### src/rtl/preset_reg_driver.sv
// Command-side driver for a sync-preset register: one-cycle control strobes, readback, compare.
// Optional PRESET_DRV_ERRCNT_EN adds a saturating mismatch counter output err_count.
module preset_reg_driver #(
  parameter int              WIDTH        = 8,
  parameter logic [WIDTH-1:0] PRESET_VALUE = {WIDTH{1'b1}}
) (
  input  logic             clk,
  input  logic             rst_n,
  input  logic             cmd_valid,
  output logic             cmd_ready,
  input  logic [1:0]       cmd_op,
  input  logic [WIDTH-1:0] cmd_data,
  output logic             rsp_valid,
  input  logic             rsp_ready,
  output logic [WIDTH-1:0] rsp_data,
  output logic             rsp_err,
  output logic             reg_enable,
  output logic             reg_sync_preset,
  output logic             reg_sync_rst,
  output logic [WIDTH-1:0] reg_data_in,
  input  logic [WIDTH-1:0] reg_data_out
`ifdef PRESET_DRV_ERRCNT_EN
  ,
  output logic [7:0]       err_count
`endif
);

  typedef enum logic [1:0] {IDLE, DRIVE, SAMPLE, RESP} state_t;

  localparam logic [1:0] OP_HOLD   = 2'd0;
  localparam logic [1:0] OP_LOAD   = 2'd1;
  localparam logic [1:0] OP_PRESET = 2'd2;
  localparam logic [1:0] OP_CLEAR  = 2'd3;

  state_t           state_q;
  state_t           state_d;
  logic             accept;
  logic             mismatch;
  logic [WIDTH-1:0] exp_p0;
  logic [WIDTH-1:0] mirror_q;

  function automatic logic [WIDTH-1:0] expected_value(input logic [1:0] op,
                                                      input logic [WIDTH-1:0] data,
                                                      input logic [WIDTH-1:0] mirror);
    logic [WIDTH-1:0] v;
    case (op)
      OP_LOAD:   v = data;
      OP_PRESET: v = PRESET_VALUE;
      OP_CLEAR:  v = '0;
      default:   v = mirror;
    endcase
    return v;
  endfunction

  assign accept   = (state_q == IDLE) && cmd_valid && cmd_ready;
  assign mismatch = (reg_data_out != exp_p0);

  always_comb begin
    state_d = state_q;
    case (state_q)
      IDLE:    if (accept) state_d = DRIVE;
      DRIVE:   state_d = SAMPLE;
      SAMPLE:  state_d = RESP;
      RESP:    if (rsp_ready) state_d = IDLE;
      default: state_d = IDLE;
    endcase
  end

  // Accept edge: latch expectation and launch the strobe for the DRIVE cycle
  always_ff @(posedge clk or negedge rst_n) begin
    if (!rst_n) begin
      state_q         <= IDLE;
      cmd_ready       <= 1'b0;
      rsp_valid       <= 1'b0;
      rsp_data        <= '0;
      rsp_err         <= 1'b0;
      reg_enable      <= 1'b0;
      reg_sync_preset <= 1'b0;
      reg_sync_rst    <= 1'b0;
      reg_data_in     <= '0;
      exp_p0          <= '0;
      mirror_q        <= '0;
    end else begin
      state_q         <= state_d;
      cmd_ready       <= (state_d == IDLE);
      rsp_valid       <= (state_d == RESP);
      reg_enable      <= accept && (cmd_op == OP_LOAD);
      reg_sync_preset <= accept && (cmd_op == OP_PRESET);
      reg_sync_rst    <= accept && (cmd_op == OP_CLEAR);
      reg_data_in     <= (accept && (cmd_op == OP_LOAD)) ? cmd_data : '0;
      if (accept)
        exp_p0 <= expected_value(cmd_op, cmd_data, mirror_q);
      // Sample edge: the register has settled one cycle after the strobe
      if (state_q == SAMPLE) begin
        rsp_data <= reg_data_out;
        rsp_err  <= mismatch;
        mirror_q <= reg_data_out;  // resync so one mismatch does not poison later HOLDs
      end
    end
  end

`ifdef PRESET_DRV_ERRCNT_EN
  always_ff @(posedge clk or negedge rst_n) begin
    if (!rst_n)
      err_count <= 8'd0;
    else if (accept && (cmd_op == OP_CLEAR))
      err_count <= 8'd0;
    else if ((state_q == SAMPLE) && mismatch && (err_count != 8'hFF))
      err_count <= err_count + 8'd1;
  end
`endif

endmodule

### config.mk
export PLATFORM = sky130hd
export DESIGN_NAME = preset_reg_driver
export DESIGN_NICKNAME = d
export VERILOG_FILES = /design/src/rtl/preset_reg_driver.sv
export SDC_FILE = /design/constraint.sdc
export NUM_CORES = 1
export LEC_CHECK = 0
export ABC_AREA = 1
export CAP_MARGIN = 10
export CORE_MARGIN = 4
export CORE_UTILIZATION = 41
export CTS_BUF_LIST = sky130_fd_sc_hd__clkbuf_16
export DETAILED_ROUTE_END_ITERATION = 10
export PLACE_DENSITY = 0.75
export SYNTH_ARGS = -nofsm -noshare
export SYNTH_HDL_FRONTEND = slang
export SYNTH_SLANG_ARGS = --single-unit
### constraint.sdc
create_clock -name clk -period 1.05 [get_ports clk]
set_input_delay 0.21 -clock clk [delete_from_list [all_inputs] [get_ports clk]]
set_output_delay 0.21 -clock clk [all_outputs]
set_load 0.05 [all_outputs]
## Word-level counts from Yosys, hierarchy flattened

Cells that the tools add are included.

| word-level totals | value |
|---|---|
| flip-flop bits (word level) | 32 |
| input bits | 22 |
| output and inout port bits | 22 |
| word-level logic and storage cells | 30 |

| cells by class | value |
|---|---|
| muxes and demuxes | 5 |
| equal/unequal tests | 8 |
| reductions and logical operators | 7 |

Operators with widths:

| operator | number |
|---|---|
| one-hot mux 8 bit (3 select lines) | 1 |
| == test 2 bit (second input constant) | 5 |
| two-way mux 8 bit | 1 |
| inequality test 8 bit | 1 |
| one-hot mux 2 bit (4 select lines) | 1 |
| logical AND 1 bit | 5 |
| == test 2 x 1 -> 1 bit (second input constant) | 2 |
| logical NOT 2 bit | 2 |
| two-way mux 2 bit | 2 |

## Longest topological paths before layout

Gate-level depths: netlist (run 1).

| logic depth | value |
|---|---|
| word-level depth | 6 |
| depth in mapped cells | 7 |
| mapped depth without buffers | 7 |

## Worst setup path after synthesis (run 1)

No wires, ideal clock.

| path | value |
|---|---|
| path type | reg2reg |
| from | register cmd_ready |
| to | register exp_p0[2] |
| stages on the path, launching flop included | 5 |
| arrival | 1.184 ns |
| slack | -0.267 ns |
| path buffers | 1 |
| period minus slack after synthesis | 1.317 ns |
| library setup time | 0.133 ns |
| data required time | 0.917 ns |
| cell sequence | dfrtp_1 > nand4_4 > buf_6 > nand2_1 > o211ai_1 |

| on the way | value |
|---|---|
| longest elaborated chain between the ends | 1 |

Ends and longest elaborated chain:

| item | RTL line | source |
|---|---|---|
| start: declaration | 10 | `output logic cmd_ready,` |
| start signal: assignment | 85 | `cmd_ready <= (state_d == IDLE);` |
| logical AND 1 bit | 55 | `assign accept = (state_q == IDLE) && cmd_valid && cmd_ready;` |
| end signal: assignment | 92 | `exp_p0 <= expected_value(cmd_op, cmd_data, mirror_q);` |
| end: declaration | 39 | `logic [WIDTH-1:0] exp_p0;` |

Every way passes these cells.
A chain may end at the register's enable or synchronous reset.

## Worst setup path after layout (run 1)

| path | value |
|---|---|
| from | register state_q[1] |
| to | register exp_p0[2] |

| on the way | value |
|---|---|
| longest elaborated chain between the ends | 3 |

Ends and longest elaborated chain:

| item | RTL line | source |
|---|---|---|
| start: declaration | 35 | `state_t state_q;` |
| start signal: assignment | 84 | `state_q <= state_d;` |
| logical NOT 2 bit | 55 |  |
| logical AND 1 bit (2 in series) | 55 |  |

Every way passes these cells.

==> run metrics, run 1 <==
post-synthesis sequential area ratio=0.583; Post-Syn Area=1370 sq um; Multi-input gate area=544 sq um; 1st-pass router iterations=4; async set or reset register ratio after synthesis=1.00; maximum VDD drop=1670 uV; largest net degree at the start of global routing=33; die outline height=65.9 microns; die area=4340 sq um; Max Cap Viol=0; gp weighted congestion=0.868; nets@finish=253; CTS tree=done; sw frac=0.400; Post-DP Area=2160 sq um; Port-buffer cells=43; RSZ-0062 raised after global routing=true; Startpoint Class=flip-flop; Hold Crit Class=in -> async; Yosys top cell area share=0.583; final std cells w/o fill=276; CP Capture Type=flip-flop; Critical Path RT=1.19 ns; FF/Latch Area=802 sq um; H-Tree Depth=2; Filler Cell Count=164; routed wire length=4980 microns; CTS clock-pin slew for the worst setup and hold paths=0.05 ns; Antenna Nets Post-Route=0; Max stage delay on crit path=0.40 ns; layout cells sized above 1=0.405; setup ws final=-0.242 ns; count of final hold-check violations=0; cell family with most CP delay=flip-flops; gr usage total=0.224; count of final setup violators=36; CTS buffer count=5; drt wl/cell=18.0 microns; number of synthesized flops with an enable pin=0; most instantiated cells after synthesis=35 x nand2_1, 32 x dfrtp_1, 20 x inv_1; YS warnings=0; Sequential Power Share=0.277; ranking of synthesized cells by area=dfrtp_1 58%, nand2_1 9.6%, inv_1 5.5%; drt via density=5.18; mean post-synth cell area=9.16 sq um; worst-margin pin slew=0.336 ns; status=finished, violations left; Worst-Skew Late Latency=0.28 ns; antenna violations before repair=0; vias in the first global route=1,476; Post-synth top flop=dfrtp_1; crit path max fanout=6; clk_skew=0.00502 ns; max-slew violations=0; area grow syn2layout=88.4%; Initial Utilization=0.439; Clock Root Buffer=clkbuf_16; clock group share of total power=0.189; Pint=0.00439 W; P_sw=0.00293 W; Peak Freq=774 MHz; Logic pwr share=0.534; failing checks=negative setup slack; buffers plus inverters on the worst setup path=3; Slew HR=0.774; slowest CP cell=dfrtp_1; CTS max path bufs=2; power per cell area=2830 nW/um^2; CP arrival=1.43 ns; drt drc=0; total gr overflow=0; Post-Synthesis Cells=150; Post-Place Cells=246; part of the cycle the worst path needs=1.23; CP cell instances=inv_2 -> buf_12 -> buf_4 -> nand4_4 -> nand2_1 -> o211ai_1; Synth cell types=18; antenna diode count=0; # clock sinks=32; starting DRC count in detailed routing=98; core area=3130 sq um; Yosys reg bits=32; Period minus WS final=1.29 ns; kind of critical path=reg -> reg; post-DP HPWL=2690 microns; hold buffers post-CTS=0; Vias=1,429; # IOs=44; Power Total=0.00731 W; pre-CTS WS=-0.413 ns; Die W=65.9 microns; cell leakage power=1.25 nW; net count after synthesis=172; Yosys top cell by area=dfrtp_1; floorplan row count=20; most frequent cell after synthesis=nand2_1; setup TNS=-4.16 ns; post-layout instance area=2590 sq um; first-pass GRT wire length=7130 microns
==> per-stage QoR <==
stage               hold slack (ns)  utilization
finish                        0.300        0.828
global route                  0.328        0.828
CTS                           0.306        0.782
detailed placement            0.526        0.690
global placement              0.520        0.690
floorplan                   -0.0856            -
==> logic make-up after synthesis <==
family	after synthesis	synth area share
AOI/OAI and AO/OA	24	0.106
buffers and inverters	26	0.0792
and+or+nand+nor	65	0.213
xor gates and xnor gates	3	0.0191
DFF	32	0.583
==> layout by cell type, fill, tap and decap left out, drive strengths merged, types with 4 or more instances in the layout <==
| cell | n |
|---|---|
| buf | 53 |
| nand2 | 36 |
| dfrtp | 32 |
| inv | 23 |
| nor2 | 21 |
| clkdlybuf4s50 | 19 |
| o21ai | 15 |
| clkbuf | 5 |
| nand3 | 4 |
==> layout make-up <==
type | instances | area share
timing repair buffer | 74 | 0.363
tap | 44 | 0.0213
inverter | 24 | 0.0391
clock buffer | 5 | 0.0483
clock inverter | 3 | 0.00532
sequential | 32 | 0.310
multi-input combinational | 93 | 0.210
timing repair inverter | 1 | 0.00290
==> state kept, by name, indices dropped and copies added, names as in the netlist, 2 cells and up <==
register / cells
reg_data_in: 8
exp_p0: 8
mirror_q: 8
state_q: 2
==> repair_timing <==
item / 4_1_cts / 5_1_grt
cloned: 1 / 1
gates resized for setup: 9 / 32
pin swaps: 7 / 4
setup buffers: 13 / 8
setup endpoints to repair: 34 / 48
==> path summary, 6_finish.rpt <==
path | to | slack, ns | start | cells past startpoint
max | exp_p0[2] | -0.24 | state_q[1] | 6
min | reg_data_in[1] | 0.30 | rst_n | 2
max reg2reg | exp_p0[2] | -0.24 | state_q[1] | 6
min reg2reg | rsp_valid | 0.55 | state_q[0] | 1
max in group asynchronous | cmd_ready | 0.57 | rst_n | 2
min in group clk | reg_data_in[1] | 0.38 | cmd_op[0] | 3
==> metal layers <==
layer | share of wire | global-route usage
met4 | 0.048 | 0.127
met1 | 0.33 | 0.246
met5 | 0 | 0
met2 | 0.53 | 0.378
met3 | 0.093 | 0.0714
==> power groups by stage <==
stage	clock (W)	sequential (W)	combinational (W)
5_1_grt	0.00145	0.00207	0.00409
6_report	0.00138	0.00202	0.00391
4_1_cts	0.00136	0.00198	0.00342
3_3_place_gp	0	0.00202	0.00278
2_1_floorplan	0	0.00260	0.000850
3_5_place_dp	0	0.00203	0.00287
(Power assumes the default switching activity.)
==> run 2, diff against run 1 <==
==> constraint.sdc (replaced) <==
create_clock -name clk -period 1.05 [get_ports clk]
set_input_delay 0.1575 -clock clk [delete_from_list [all_inputs] [get_ports clk]]
set_output_delay 0.1575 -clock clk [all_outputs]
set_load 0.05 [all_outputs]
==> run 2 against run 1 <==
Net effect: the run still ends with negative setup slack left; non-clock buffer count decreased by 10; global-route usage shrank 2.0 points; combinational power down 10%; core utilization shrank 3.0 points; sequential cell count did not move; sequential share of layout area up 1.1 points; design area decreased by 3.6%; power is 5.9% lower; sequential power about the same; clock power is essentially flat.
==> run metrics, run 2 (synthesis results as in run 1) <==
part of the cycle the worst path needs=1.14 (-0.0913); status=finished, violations left; FF/Latch Area=802 sq um (unchanged); CTS buffer count=5 (unchanged); Layout Utilization=0.798 (-0.0296); total gr overflow=0 (unchanged); most frequent cells in the layout=31 x dfrtp_1, 29 x nand2_1, 24 x buf_12; drt drc=0 (unchanged); cell leakage power=1.20 nW (-3.4%); Vias=1,340 (-6.2%); post-DP HPWL=2610 microns (-3.1%); die outline height=65.9 microns (unchanged); max-slew violations=0 (unchanged); maximum VDD drop=1900 uV (+13%); Filler Cell Count=194 (+18%); Peak Freq=836 MHz (+8.0%); kind of critical path=reg -> reg; met2 Use GR=0.358 (-0.0200); Hold Crit Class=in -> async; layout cells sized above 1=0.367 (-0.0387); hold buffers post-CTS=0 (unchanged); drt via density=5.06 (-2.3%); Multi-input gate area=557 sq um (+2.3%); gp weighted congestion=0.893 (+2.9%); # IOs=44 (unchanged); CTS clock-pin slew for the worst setup and hold paths=0.05 ns (about the same); vias in the first global route=1,366 (-7.5%); Clock Root Buffer=clkbuf_16; Max Cap Viol=0 (unchanged); Max stage delay on crit path=0.38 ns (-0.02 ns); grt met1 use=0.231 (-0.0147); Regs by FF count=exp_p0 (8), mirror_q (8), reg_data_in (8); setup ws final=-0.147 ns (+0.0958 ns); drt wl/cell=16.3 microns (-9.6%); CP arrival=1.39 ns (-0.04 ns); gr usage total=0.204 (-0.0205); die area=4340 sq um (unchanged); antenna diode count=0 (unchanged); Antenna Nets Post-Route=0 (unchanged); failing checks=negative setup slack; 1st-pass router iterations=4 (unchanged); CTS max path bufs=2 (unchanged); CP Capture Type=flip-flop; GR peak layer=met2; cell family with most CP delay=simple AND/OR/NAND/NOR gates; starting DRC count in detailed routing=40 (-59%); area grow syn2layout=81.7%; crit path max fanout=5 (-1); Slew HR=0.786 (+0.0125); count of final setup violators=29 (-19%); core area=3130 sq um (unchanged); buffers plus inverters on the worst setup path=1 (-2); Die W=65.9 microns (unchanged); power per cell area=2760 nW/um^2 (-2.4%); slowest CP cell=dfrtp_1; routed wire length=4320 microns (-13%); H-Tree Depth=2 (unchanged); Startpoint Class=flip-flop; first-pass GRT wire length=6540 microns (-8.3%); CP cell instances=inv_2 -> nand4_4 -> nor2_4 -> nand2_2 -> o211ai_1; Worst-Skew Late Latency=0.28 ns (about the same); Initial Utilization=0.439 (unchanged); worst-margin pin slew=0.320 ns (-0.0155 ns); # clock sinks=32 (unchanged); Hold Slack=0.246 ns (-0.0547 ns); nets@finish=242 (-4.3%); CTS tree=done; Critical Path RT=1.24 ns (+0.05 ns); grt met3 use=0.0612 (-0.0102); floorplan row count=20 (unchanged); Port-buffer cells=43 (unchanged); most common cell after layout, fill and taps aside=dfrtp_1; setup TNS=-2.65 ns (+1.51 ns); largest net degree at the start of global routing=33 (unchanged); count of final hold-check violations=0 (unchanged); clk_skew=0.00720 ns (+0.00217 ns); Period minus WS final=1.20 ns (-0.0958 ns); antenna violations before repair=0 (unchanged); RSZ-0062 raised after global routing=true
run 2: cell count changes in the layout (fill, tap and decap cells not counted), moves of 3 or more:
| cell | change |
|---|---|
| buf_4 | -8 |
| inv_1 | +4 |
| nor2_2 | -3 |
| o21ai_1 | -3 |
run 2: power by group:
group	leakage, nW	switching (W)	internal [W]
sequential	0.401	0.000381	0.00164
clock	0.0738	0.000511	0.000851
combinational	0.728	0.00182	0.00168
total	1.20	0.00272	0.00417
run 2: timing repair:
item / CTS / global route
resized for setup: 7 / 27
pin swaps: 6 / 4
endpoints found under the setup margin: 23 / 35
setup buffers: 7 / 6
cloned: 1 / 0
run 2: final cells by class:
type                       count  share of cell area
multi-input combinational     93               0.223
sequential                    32               0.321
tap                           44              0.0221
timing repair buffer          64               0.343
inverter                      24              0.0361
clock buffer                   5              0.0501
clock inverter                 3             0.00451
run 2: layer usage:
metal	part of all wire	routed length, microns
met1	0.38	1630
met3	0.065	281
met5	0	0
met4	0.027	116
met2	0.53	2300
run 2: per-stage QoR:
step	instances	setup slack [ns]	instance area [sq um]	total power [W]
2_1_floorplan	150	-0.109	1380	0.00345
3_3_place_gp	244	-0.298	2140	0.00479
3_5_place_dp	244	-0.352	2140	0.00487
4_1_cts	260	-0.101	2380	0.00656
5_1_grt	265	-0.228	2500	0.00719
6_report	265	-0.147	2500	0.00688
run 2: path summary, 6_finish.rpt:
path                       slack [ns]  cells past startpoint              to   startpoint
min                              0.25                      2      state_q[0]        rst_n
max reg2reg                     -0.15                      5       exp_p0[0]   state_q[1]
max                             -0.15                      5       exp_p0[0]   state_q[1]
max in group asynchronous        0.62                      2       cmd_ready        rst_n
min reg2reg                      0.56                      2       exp_p0[0]    exp_p0[0]
min in group clk                 0.44                      3  reg_data_in[3]  cmd_data[3]
==> run 3, diff against run 2 <==
--- a/config.mk
+++ b/config.mk
@@ -8,10 +8,11 @@
 export ABC_AREA = 1
 export CAP_MARGIN = 10
 export CORE_MARGIN = 4
-export CORE_UTILIZATION = 41
+export CORE_UTILIZATION = 48
 export CTS_BUF_LIST = sky130_fd_sc_hd__clkbuf_16
 export DETAILED_ROUTE_END_ITERATION = 10
-export PLACE_DENSITY = 0.75
+export GPL_TIMING_DRIVEN = 0
+export PLACE_DENSITY = 0.83
 export SYNTH_ARGS = -nofsm -noshare
 export SYNTH_HDL_FRONTEND = slang
 export SYNTH_SLANG_ARGS = --single-unit
==> constraint.sdc (replaced) <==
create_clock -name clk -period 1.52 [get_ports clk]
set_input_delay 0.228 -clock clk [delete_from_list [all_inputs] [get_ports clk]]
set_output_delay 0.228 -clock clk [all_outputs]
set_load 0.05 [all_outputs]
==> run 3 against run 2 <==
Net effect: the run now ends clean; setup slack improved by 0.23 ns; register-to-register slack improved by 0.42 ns; clock-buffer cell count unchanged; sequential cell count stayed put; critical path depth fell by 4; sequential power down 35%; design area down 21%; first-iteration DRC count rose by 43%; critical endpoint is now cmd_ready; largest cell class is now sequential cells.
==> run metrics, run 3 (synthesis results as in run 1) <==
Critical Path RT=1.29 ns (+0.05 ns); RSZ-0062 raised after global routing=false; die outline height=61.5 microns (-6.7%); most common cell after layout, fill and taps aside=nand2_1; layout cells sized above 1=0.0896 (-0.277); CP arrival=1.21 ns (-0.18 ns); Port-buffer cells=43 (unchanged); CP cell instances=dlygate4sd2_1; count of final setup violators=0 (-100%); H-Tree Depth=2 (unchanged); Startpoint Class=flip-flop; Multi-input gate area=464 sq um (-17%); setup ws final=0.0831 ns (+0.230 ns); Filler Cell Count=214 (+10%); final std cells w/o fill=232 (-12%); cell leakage power=1.04 nW (-14%); # clock sinks=32 (unchanged); part of the cycle the worst path needs=0.945; antenna diode count=0 (unchanged); starting DRC count in detailed routing=57 (+43%); Regs by FF count=exp_p0 (8), mirror_q (8), reg_data_in (8); pre-CTS WS=-0.0766 ns (+0.275 ns); area grow syn2layout=43.8%; worst-margin pin slew=0.620 ns (+0.299 ns); met2 Use GR=0.335 (-0.0231); Post-Place Cells=225 (-7.8%); Vias=1,198 (-11%); largest net degree at the start of global routing=23 (-30%); slowest CP cell=dlygate4sd2_1; vias in the first global route=1,266 (-7.3%); routed wire length=3460 microns (-20%); most frequent cells in the layout=35 x nand2_1, 32 x dfrtp_1, 22 x dlygate4sd2_1; GR peak layer=met2; gr usage total=0.214 (+0.0103); CTS clock-pin slew for the worst setup and hold paths=0.05 ns (about the same); # IOs=44 (unchanged); maximum VDD drop=1560 uV (-18%); status=finished clean; count of final hold-check violations=0 (unchanged); Max stage delay on crit path=0.55 ns (+0.17 ns); CTS buffer count=5 (unchanged); FF/Latch Area=801 sq um (-0.16%); Hold Crit Class=in -> async; cell family with most CP delay=buffers and inverters; Post CTS Setup Buffer Count=0 (-7); CP Capture Type=output port; CTS tree=done; Antenna Nets Post-Route=0 (unchanged); setup TNS=0 ns (+2.65 ns); Period minus WS final=1.44 ns; Initial Utilization=0.498 (+0.0590); first-pass GRT wire length=5680 microns (-13%); Slew HR=0.586 (-0.201); max-slew violations=0 (unchanged); grt met1 use=0.264 (+0.0330); 1st-pass router iterations=4 (unchanged); Worst-Skew Late Latency=0.28 ns (about the same); clk_skew=0.00445 ns (-0.00275 ns); die area=3780 sq um (-13%); drt via density=5.16 (+2.1%); gp weighted congestion=0.846 (-5.3%); Die W=61.5 microns (-6.7%); Max Cap Viol=0 (unchanged); floorplan row count=19 (-5.0%); CTS max path bufs=2 (unchanged); kind of critical path=reg -> out; drt wl/cell=14.9 microns (-8.7%); post-DP HPWL=2460 microns (-5.4%); power per cell area=1900 nW/um^2 (-31%); crit path max fanout=2 (-3); core area=2760 sq um (-12%); Peak Freq=696 MHz; Clock Root Buffer=clkbuf_16; grt met3 use=0.0608 (-0.000428); drt drc=0 (unchanged); total gr overflow=0 (unchanged); antenna violations before repair=0 (unchanged); nets@finish=223 (-7.9%); buffers plus inverters on the worst setup path=1 (unchanged)
[run 3: cell count changes in the layout (fill, tap and decap cells not counted), moves of 4 or more]
cell / previous run / this run
buf_12: 24 / 0
buf_4: 13 / 1
buf_6: 6 / 1
dlygate4sd2_1: 0 / 22
inv_2: 8 / 4
nand2_1: 29 / 35
nand2_2: 5 / 0
nor2_1: 13 / 19
nor2_2: 4 / 0
[run 3: final cells by class]
type | count | share of cell area
flip-flops and latches | 32 | 0.405
multi-input cells | 92 | 0.235
repair buffers | 44 | 0.218
clock buffers | 5 | 0.0633
inverters | 24 | 0.0456
well taps | 31 | 0.0196
plain buffers | 2 | 0.00950
clock inverters | 2 | 0.00380
[run 3: what timing repair did]
item / 4_1_cts / 5_1_grt
hold buffers: 0 / 0
endpoints found under the hold margin: 0 / 0
resized for setup: 22 / 0
endpoints found under the setup margin: 22 / 0
[run 3: through the flow]
stage | hold slack, ns | utilization | instance area, sq um | total power, W
floorplan | -0.0676 | - | 1370 | 0.00238
global placement | 0.477 | 0.668 | 1840 | 0.00285
detailed placement | 0.489 | 0.678 | 1870 | 0.00293
CTS | 0.350 | 0.716 | 1980 | 0.00376
global route | 0.385 | 0.716 | 1980 | 0.00397
finish | 0.340 | 0.716 | 1980 | 0.00375
[run 3: per-layer routing]
layer	up-vias	part of all wire	wire length, microns
li1	567	-	-
met1	578	0.41	1420
met2	43	0.50	1730
met3	10	0.065	226
met4	0	0.025	85
met5	-	0	0
[run 3: where the power goes]
group | switching (W) | internal [W] | total [W]
combinational | 0.00105 | 0.000465 | 0.00151
clock | 0.000336 | 0.000584 | 0.000920
sequential | 0.000188 | 0.00113 | 0.00132
total | 0.00157 | 0.00218 | 0.00375
[run 3: final timing paths]
kind | start | end | slack, ns | cells after the start
worst min-delay path | rst_n | reg_enable | 0.34 | 1
max in group asynchronous | rst_n | exp_p0[2] | 0.66 | 2
worst min register to register | mirror_q[5] | mirror_q[5] | 0.50 | 2
worst max-delay path | cmd_ready | cmd_ready | 0.08 | 1
min in group clk | cmd_data[7] | reg_data_in[7] | 0.50 | 3
worst max register to register | state_q[0] | exp_p0[3] | 0.27 | 5
